**config.mk**
```make
export PLATFORM = sky130hd
export DESIGN_NAME = lap_log_ctrl
export DESIGN_NICKNAME = d
export VERILOG_FILES = /design/src/rtl/lap_log_ctrl_pkg.sv /design/src/rtl/lap_log_rd_pipe.sv /design/src/rtl/lap_log_ctrl.sv
export SDC_FILE = /design/constraint.sdc
export NUM_CORES = 1
export LEC_CHECK = 0
export BUFFER_PORTS_ARGS = -buffer_cell sky130_fd_sc_hd__buf_4
export CORE_MARGIN = 3
export CORE_UTILIZATION = 33
export DETAILED_ROUTE_END_ITERATION = 12
export GPL_ROUTABILITY_DRIVEN = 1
export PLACE_DENSITY_LB_ADDON = 0.1
export SYNTH_ARGS = -nofsm -noshare
export SYNTH_HDL_FRONTEND = slang
export SYNTH_SLANG_ARGS = --single-unit
```
**constraint.sdc**
```tcl
create_clock -name clk -period 1.75 [get_ports clk]
set_input_delay 0.0875 -clock clk [delete_from_list [all_inputs] [get_ports clk]]
set_output_delay 0.0875 -clock clk [all_outputs]
set_load 0.05 [all_outputs]
```
**src/rtl/lap_log_ctrl_pkg.sv**
```systemverilog
// Shared chrono definitions: controller state encoding, read latency and
// the default lap-RAM geometry used by the controller and its RAM.
package lap_log_ctrl_pkg;

    typedef enum logic {
        SCRUB = 1'b0,
        IDLE  = 1'b1
    } state_e;

    localparam int unsigned READ_LATENCY      = 2;
    localparam int unsigned LAP_RAM_WIDTH     = 16;
    localparam int unsigned LAP_RAM_ADDR_BITS = 9;

endpackage

```
**src/rtl/lap_log_rd_pipe.sv**
```systemverilog
// Valid/hit shift pipeline that tracks read requests while the RAM fetches.
module lap_log_rd_pipe
    import lap_log_ctrl_pkg::*;
#(
    parameter int unsigned LATENCY = READ_LATENCY
) (
    input  logic clk_i,
    input  logic rst_i,
    input  logic flush_i,
    input  logic req_i,
    input  logic hit_i,
    output logic valid_o,
    output logic hit_o
);

    logic [LATENCY-1:0] valid_q, valid_d;
    logic [LATENCY-1:0] hit_q, hit_d;

    always_comb begin
        valid_d = {valid_q[LATENCY-2:0], req_i};
        hit_d   = {hit_q[LATENCY-2:0], req_i & hit_i};
    end

    always_ff @(posedge clk_i) begin
        if (rst_i || flush_i) begin
            valid_q <= '0;
            hit_q   <= '0;
        end else begin
            valid_q <= valid_d;
            hit_q   <= hit_d;
        end
    end

    assign valid_o = valid_q[LATENCY-1];
    assign hit_o   = hit_q[LATENCY-1];

endmodule

```
**src/rtl/lap_log_ctrl.sv**
```systemverilog
// Circular lap-time log controller: scrubs the BRAM after reset/clear,
// appends captured laps and serves age-indexed reads (0 = newest).
module lap_log_ctrl
    import lap_log_ctrl_pkg::*;
#(
    parameter int unsigned RAM_WIDTH     = LAP_RAM_WIDTH,
    parameter int unsigned RAM_ADDR_BITS = LAP_RAM_ADDR_BITS
) (
    input  logic                     clk,
    input  logic                     rst,
    input  logic                     clear,
    input  logic                     lap_valid,
    input  logic [RAM_WIDTH-1:0]     lap_time,
    output logic                     lap_ready,
    input  logic                     rd_req,
    input  logic [RAM_ADDR_BITS-1:0] rd_index,
    output logic                     rd_valid,
    output logic                     rd_hit,
    output logic [RAM_WIDTH-1:0]     rd_data,
    output logic [RAM_ADDR_BITS:0]   lap_count,
    output logic                     busy,
    output logic [RAM_ADDR_BITS-1:0] ram_rd_addr,
    input  logic [RAM_WIDTH-1:0]     ram_rd_data,
    output logic [RAM_ADDR_BITS-1:0] ram_wr_addr,
    output logic [RAM_WIDTH-1:0]     ram_wr_data,
    output logic                     ram_we
);

    localparam logic [RAM_ADDR_BITS-1:0] ADDR_ONE = 1;
    localparam logic [RAM_ADDR_BITS:0]   CNT_ONE  = 1;

    state_e                   state_q, state_d;
    logic [RAM_ADDR_BITS-1:0] scrub_addr_q, scrub_addr_d;
    logic [RAM_ADDR_BITS-1:0] wr_ptr_q, wr_ptr_d;
    logic [RAM_ADDR_BITS:0]   lap_count_q, lap_count_d;
    logic                     ram_we_q, ram_we_d;
    logic [RAM_ADDR_BITS-1:0] ram_wr_addr_q, ram_wr_addr_d;
    logic [RAM_WIDTH-1:0]     ram_wr_data_q, ram_wr_data_d;
    logic [RAM_ADDR_BITS-1:0] ram_rd_addr_q, ram_rd_addr_d;
    logic                     rd_accept;
    logic                     rd_in_range;

    always_comb begin
        state_d       = state_q;
        scrub_addr_d  = scrub_addr_q;
        wr_ptr_d      = wr_ptr_q;
        lap_count_d   = lap_count_q;
        ram_we_d      = 1'b0;
        ram_wr_addr_d = ram_wr_addr_q;
        ram_wr_data_d = ram_wr_data_q;
        ram_rd_addr_d = ram_rd_addr_q;
        rd_accept     = 1'b0;
        rd_in_range   = ({1'b0, rd_index} < lap_count_q);

        if (clear) begin
            state_d      = SCRUB;
            scrub_addr_d = '0;
            wr_ptr_d     = '0;
            lap_count_d  = '0;
        end else begin
            case (state_q)
                SCRUB: begin
                    ram_we_d      = 1'b1;
                    ram_wr_addr_d = scrub_addr_q;
                    ram_wr_data_d = '0;
                    scrub_addr_d  = scrub_addr_q + ADDR_ONE;
                    if (scrub_addr_q == '1) begin
                        state_d = IDLE;
                    end
                end
                IDLE: begin
                    // Read address uses the pre-write pointer so a same-cycle
                    // lap does not shift the age of the entry being read.
                    if (rd_req) begin
                        rd_accept     = 1'b1;
                        ram_rd_addr_d = wr_ptr_q - ADDR_ONE - rd_index;
                    end
                    if (lap_valid) begin
                        ram_we_d      = 1'b1;
                        ram_wr_addr_d = wr_ptr_q;
                        ram_wr_data_d = lap_time;
                        wr_ptr_d      = wr_ptr_q + ADDR_ONE;
                        if (!lap_count_q[RAM_ADDR_BITS]) begin
                            lap_count_d = lap_count_q + CNT_ONE;
                        end
                    end
                end
                default: state_d = SCRUB;
            endcase
        end
    end

    always_ff @(posedge clk) begin
        if (rst) begin
            state_q       <= SCRUB;
            scrub_addr_q  <= '0;
            wr_ptr_q      <= '0;
            lap_count_q   <= '0;
            ram_we_q      <= 1'b0;
            ram_wr_addr_q <= '0;
            ram_wr_data_q <= '0;
            ram_rd_addr_q <= '0;
        end else begin
            state_q       <= state_d;
            scrub_addr_q  <= scrub_addr_d;
            wr_ptr_q      <= wr_ptr_d;
            lap_count_q   <= lap_count_d;
            ram_we_q      <= ram_we_d;
            ram_wr_addr_q <= ram_wr_addr_d;
            ram_wr_data_q <= ram_wr_data_d;
            ram_rd_addr_q <= ram_rd_addr_d;
        end
    end

    lap_log_rd_pipe #(
        .LATENCY(READ_LATENCY)
    ) u_rd_pipe (
        .clk_i  (clk),
        .rst_i  (rst),
        .flush_i(clear),
        .req_i  (rd_accept),
        .hit_i  (rd_in_range),
        .valid_o(rd_valid),
        .hit_o  (rd_hit)
    );

    assign rd_data     = rd_hit ? ram_rd_data : '0;
    assign lap_count   = lap_count_q;
    assign busy        = (state_q == SCRUB);
    assign lap_ready   = (state_q == IDLE);
    assign ram_rd_addr = ram_rd_addr_q;
    assign ram_wr_addr = ram_wr_addr_q;
    assign ram_wr_data = ram_wr_data_q;
    assign ram_we      = ram_we_q;

endmodule

```
==> flow_summary.json <==
{
  "rsz0062_at_grt": "true",
  "final_max_slew_viol_count": 0,
  "cts-root-buf": "clkbuf_8",
  "grt_pass1_wl_mm": 14.7,
  "worstHoldPathType": "input port to flop",
  "min_period_over_period": 0.964,
  "yosys.cell_types.count": 44,
  "vias": 3121,
  "syn_area_um2": 3330,
  "critPathSlowestCell": "dfxtp_2",
  "antenna_found_initial": 0,
  "place.gp.congestion": 0.836,
  "ant_nets": 0,
  "htree_num_levels": 3,
  "synthArstFlopShare": 0,
  "grt_max_degree": 33,
  "max_slew_margin": 0.768,
  "nNetsFinal": 587,
  "crit_chain": "ha_4 > inv_1 > fa_2 > nand2b_4 > a21oi_4 > a21oi_2 > nor4_1 > a221o_1",
  "cpLargestDelayFamily": "adder cells",
  "path_max_fanout": 3,
  "wl_mm": 9.03,
  "routed_via_density": 4.76,
  "core_um2": 9820,
  "pre_cts_ws_ns": -0.0218,
  "synth_seq_cells": 68,
  "status": "complete, no violations",
  "clk_pin_slew_ns": 0.07,
  "die_height_um": 107,
  "first_global_vias": 3032,
  "firstDrtPassIters": 4,
  "worstSetupPathType": "flop to flop",
  "clk_latency_ns": 0.34,
  "port_buffers": 110,
  "ys.flop_type": "dfxtp_1",
  "startpoint_type": "flop",
  "ir_worst_vdd_mv": 0.424,
  "yosysSeqAreaShare": 0.408,
  "dp.final_hpwl_mm": 6.68,
  "totalPowerFinal_w": 0.00317,
  "die_w_um": 107,
  "finalHoldViolCount": 0,
  "cts.sinks": 68,
  "row_count": 36,
  "layout-drive-gt1-share": 0.312,
  "grt_remaining_overflow": 0,
  "cts_max_path_buffers": 2,
  "finalCriticalPeriod_ns": 1.69,
  "synthCells": 382,
  "ios": 111,
  "worst_slack_ns": 0.0637,
  "cts-buffers-inserted": 9,
  "initial_core_util": 0.339,
  "max-cap-violations": 0,
  "crit_buf_inv": 1,
  "arrival_ns": 1.98,
  "max_stage_delay_ns": 0.35,
  "synthToLayoutAreaGrowth_pct": 44.3,
  "yosys_warnings": 0,
  "power_density_nw_per_um2": 659,
  "synth_edf_count": 0,
  "skew_ns": 0.00523,
  "avgRoutedWirePerCell_um": 13.8,
  "drc_errors": 0,
  "cts_tree": "built",
  "worstMarginPinSlew_ns": 0.348,
  "syn_nets": 449,
  "holdWs_ns": 0.0205,
  "syn_avg_cell_area_um2": 8.73,
  "endpoint_kind": "flop",
  "required_ns": 2.04,
  "grt_util_all_layers": 0.164,
  "diodes": 0,
  "drt_iter0_drc": 129,
  "setup_viol": 0,
  "leakage_nw": 2.12,
  "die_area_um2": 11300,
  "max_freq_mhz": 593
}
==> kinds of logic after synthesis <==
| family | synth area share |
|---|---|
| AO/OA/AOI/OAI | 0.130 |
| XOR/XNOR | 0.0578 |
| adder cells (fa/ha/maj) | 0.0811 |
| buffers and inverters | 0.0529 |
| flip-flops | 0.408 |
| multiplexers | 0.0420 |
| AND/OR/NAND/NOR | 0.227 |
==> metal layers <==
metal / vias up / track usage / share of wire
met5: - / 0 / 0
met4: 0 / 0.0740 / 0.020
met3: 16 / 0.0401 / 0.063
met2: 93 / 0.256 / 0.45
met1: 1425 / 0.214 / 0.46
li1: 1587 / - / -
==> through the flow <==
step / cell area (um^2) / TNS (ns) / util / cells
final: 4810 / 0 / 0.490 / 656
after global routing: 4810 / -0.0149 / 0.490 / 656
after CTS: 4780 / 0 / 0.486 / 655
after detailed placement: 4430 / -0.0218 / 0.451 / 627
after global placement: 4430 / 0 / 0.451 / 627
after floorplan: 3340 / -0.0116 / - / 382
==> report_power, final <==
group	leakage, nW	total, W	internal [W]	switching, W
clock network	0.0983	0.00130	0.000719	0.000577
logic	1.47	0.000303	0.000146	0.000157
registers	0.551	0.00157	0.00156	0.00000837
total	2.12	0.00317	0.00243	0.000743
==> cell usage after synthesis, drive strengths merged, types with 3 or more instances <==
cell type  number  share of area
a211oi          9          0.020
a21o            6          0.014
a21oi          21          0.033
a221o           3         0.0090
a22oi          15          0.034
and2           16          0.030
buf            12          0.019
clkbuf          7         0.0079
dfxtp          68           0.41
ha             20          0.075
inv            23          0.026
mux2i          14          0.042
nand2          16          0.020
nand3          10          0.015
nand3b          5          0.011
nand4           6          0.016
nor2           65          0.073
nor2b           5         0.0094
nor3            8          0.015
o21ai           8          0.012
or3             5         0.0094
xnor2          11          0.029
xor2           11          0.029
==> layout make-up <==
| cell class | count | area, um^2 |
|---|---|---|
| clock buffer | 12 | 155 |
| clock inverter | 2 | 35.0 |
| fill | 1005 | 5010 |
| inverter | 23 | 86.3 |
| multi-input combinational | 272 | 1840 |
| sequential | 68 | 1370 |
| tap | 133 | 166 |
| timing repair buffer | 146 | 1160 |
==> final timing paths <==
check                            start                   end  slack, ns  cells past startpoint
setup / recovery           wr_ptr_q[0]        ram_rd_addr[8]       0.06                      8
setup reg to reg           wr_ptr_q[0]        ram_rd_addr[8]       0.06                      8
hold reg to reg   u_rd_pipe.valid_q[0]  u_rd_pipe.valid_q[1]       0.41                      2
hold / removal             lap_time[5]        ram_wr_data[5]       0.02                      3
==> tightest hold or removal path, cell delays in order <==
cell,delay [ns]
buf_4,0.08
a22oi_1,0.05
nor2_1,0.10
==> cells in the final DEF, fill, tap and decap left out, drive strengths merged, types with 6 or more instances in the layout <==
cell type    Yosys  routed
a21o             6       6
o21ai            8       8
nand2           16      16
nand3           10      10
nor3             8       8
buf             12     132
nand4            6       6
nor2            65      65
dfxtp           68      68
a22oi           15      15
and2            16      16
a21oi           21      21
a211oi           9       9
inv             23      23
xor2            11      11
clkbuf           7      12
dlygate4sd3      0      14
mux2i           14      14
ha              20      20
xnor2           11      11
==> flip-flops by register name, summed over array words and instances, names as in the netlist <==
register,cells
lap_count,10
lap_ready,1
ram_rd_addr,9
ram_we,1
ram_wr_addr,9
ram_wr_data,16
scrub_addr_q,9
u_rd_pipe.hit_q,2
u_rd_pipe.valid_q,2
wr_ptr_q,9
==> repair_timing <==
action | CTS | global route
setup endpoints to repair | 1 | 5
buffers inserted | 0 | 1
gates resized for setup | 4 | 5
hold endpoints to repair | 14 | 0
hold buffers | 14 | 0
pin swaps | 2 | 3
Power figures use the tool's default switching activity.
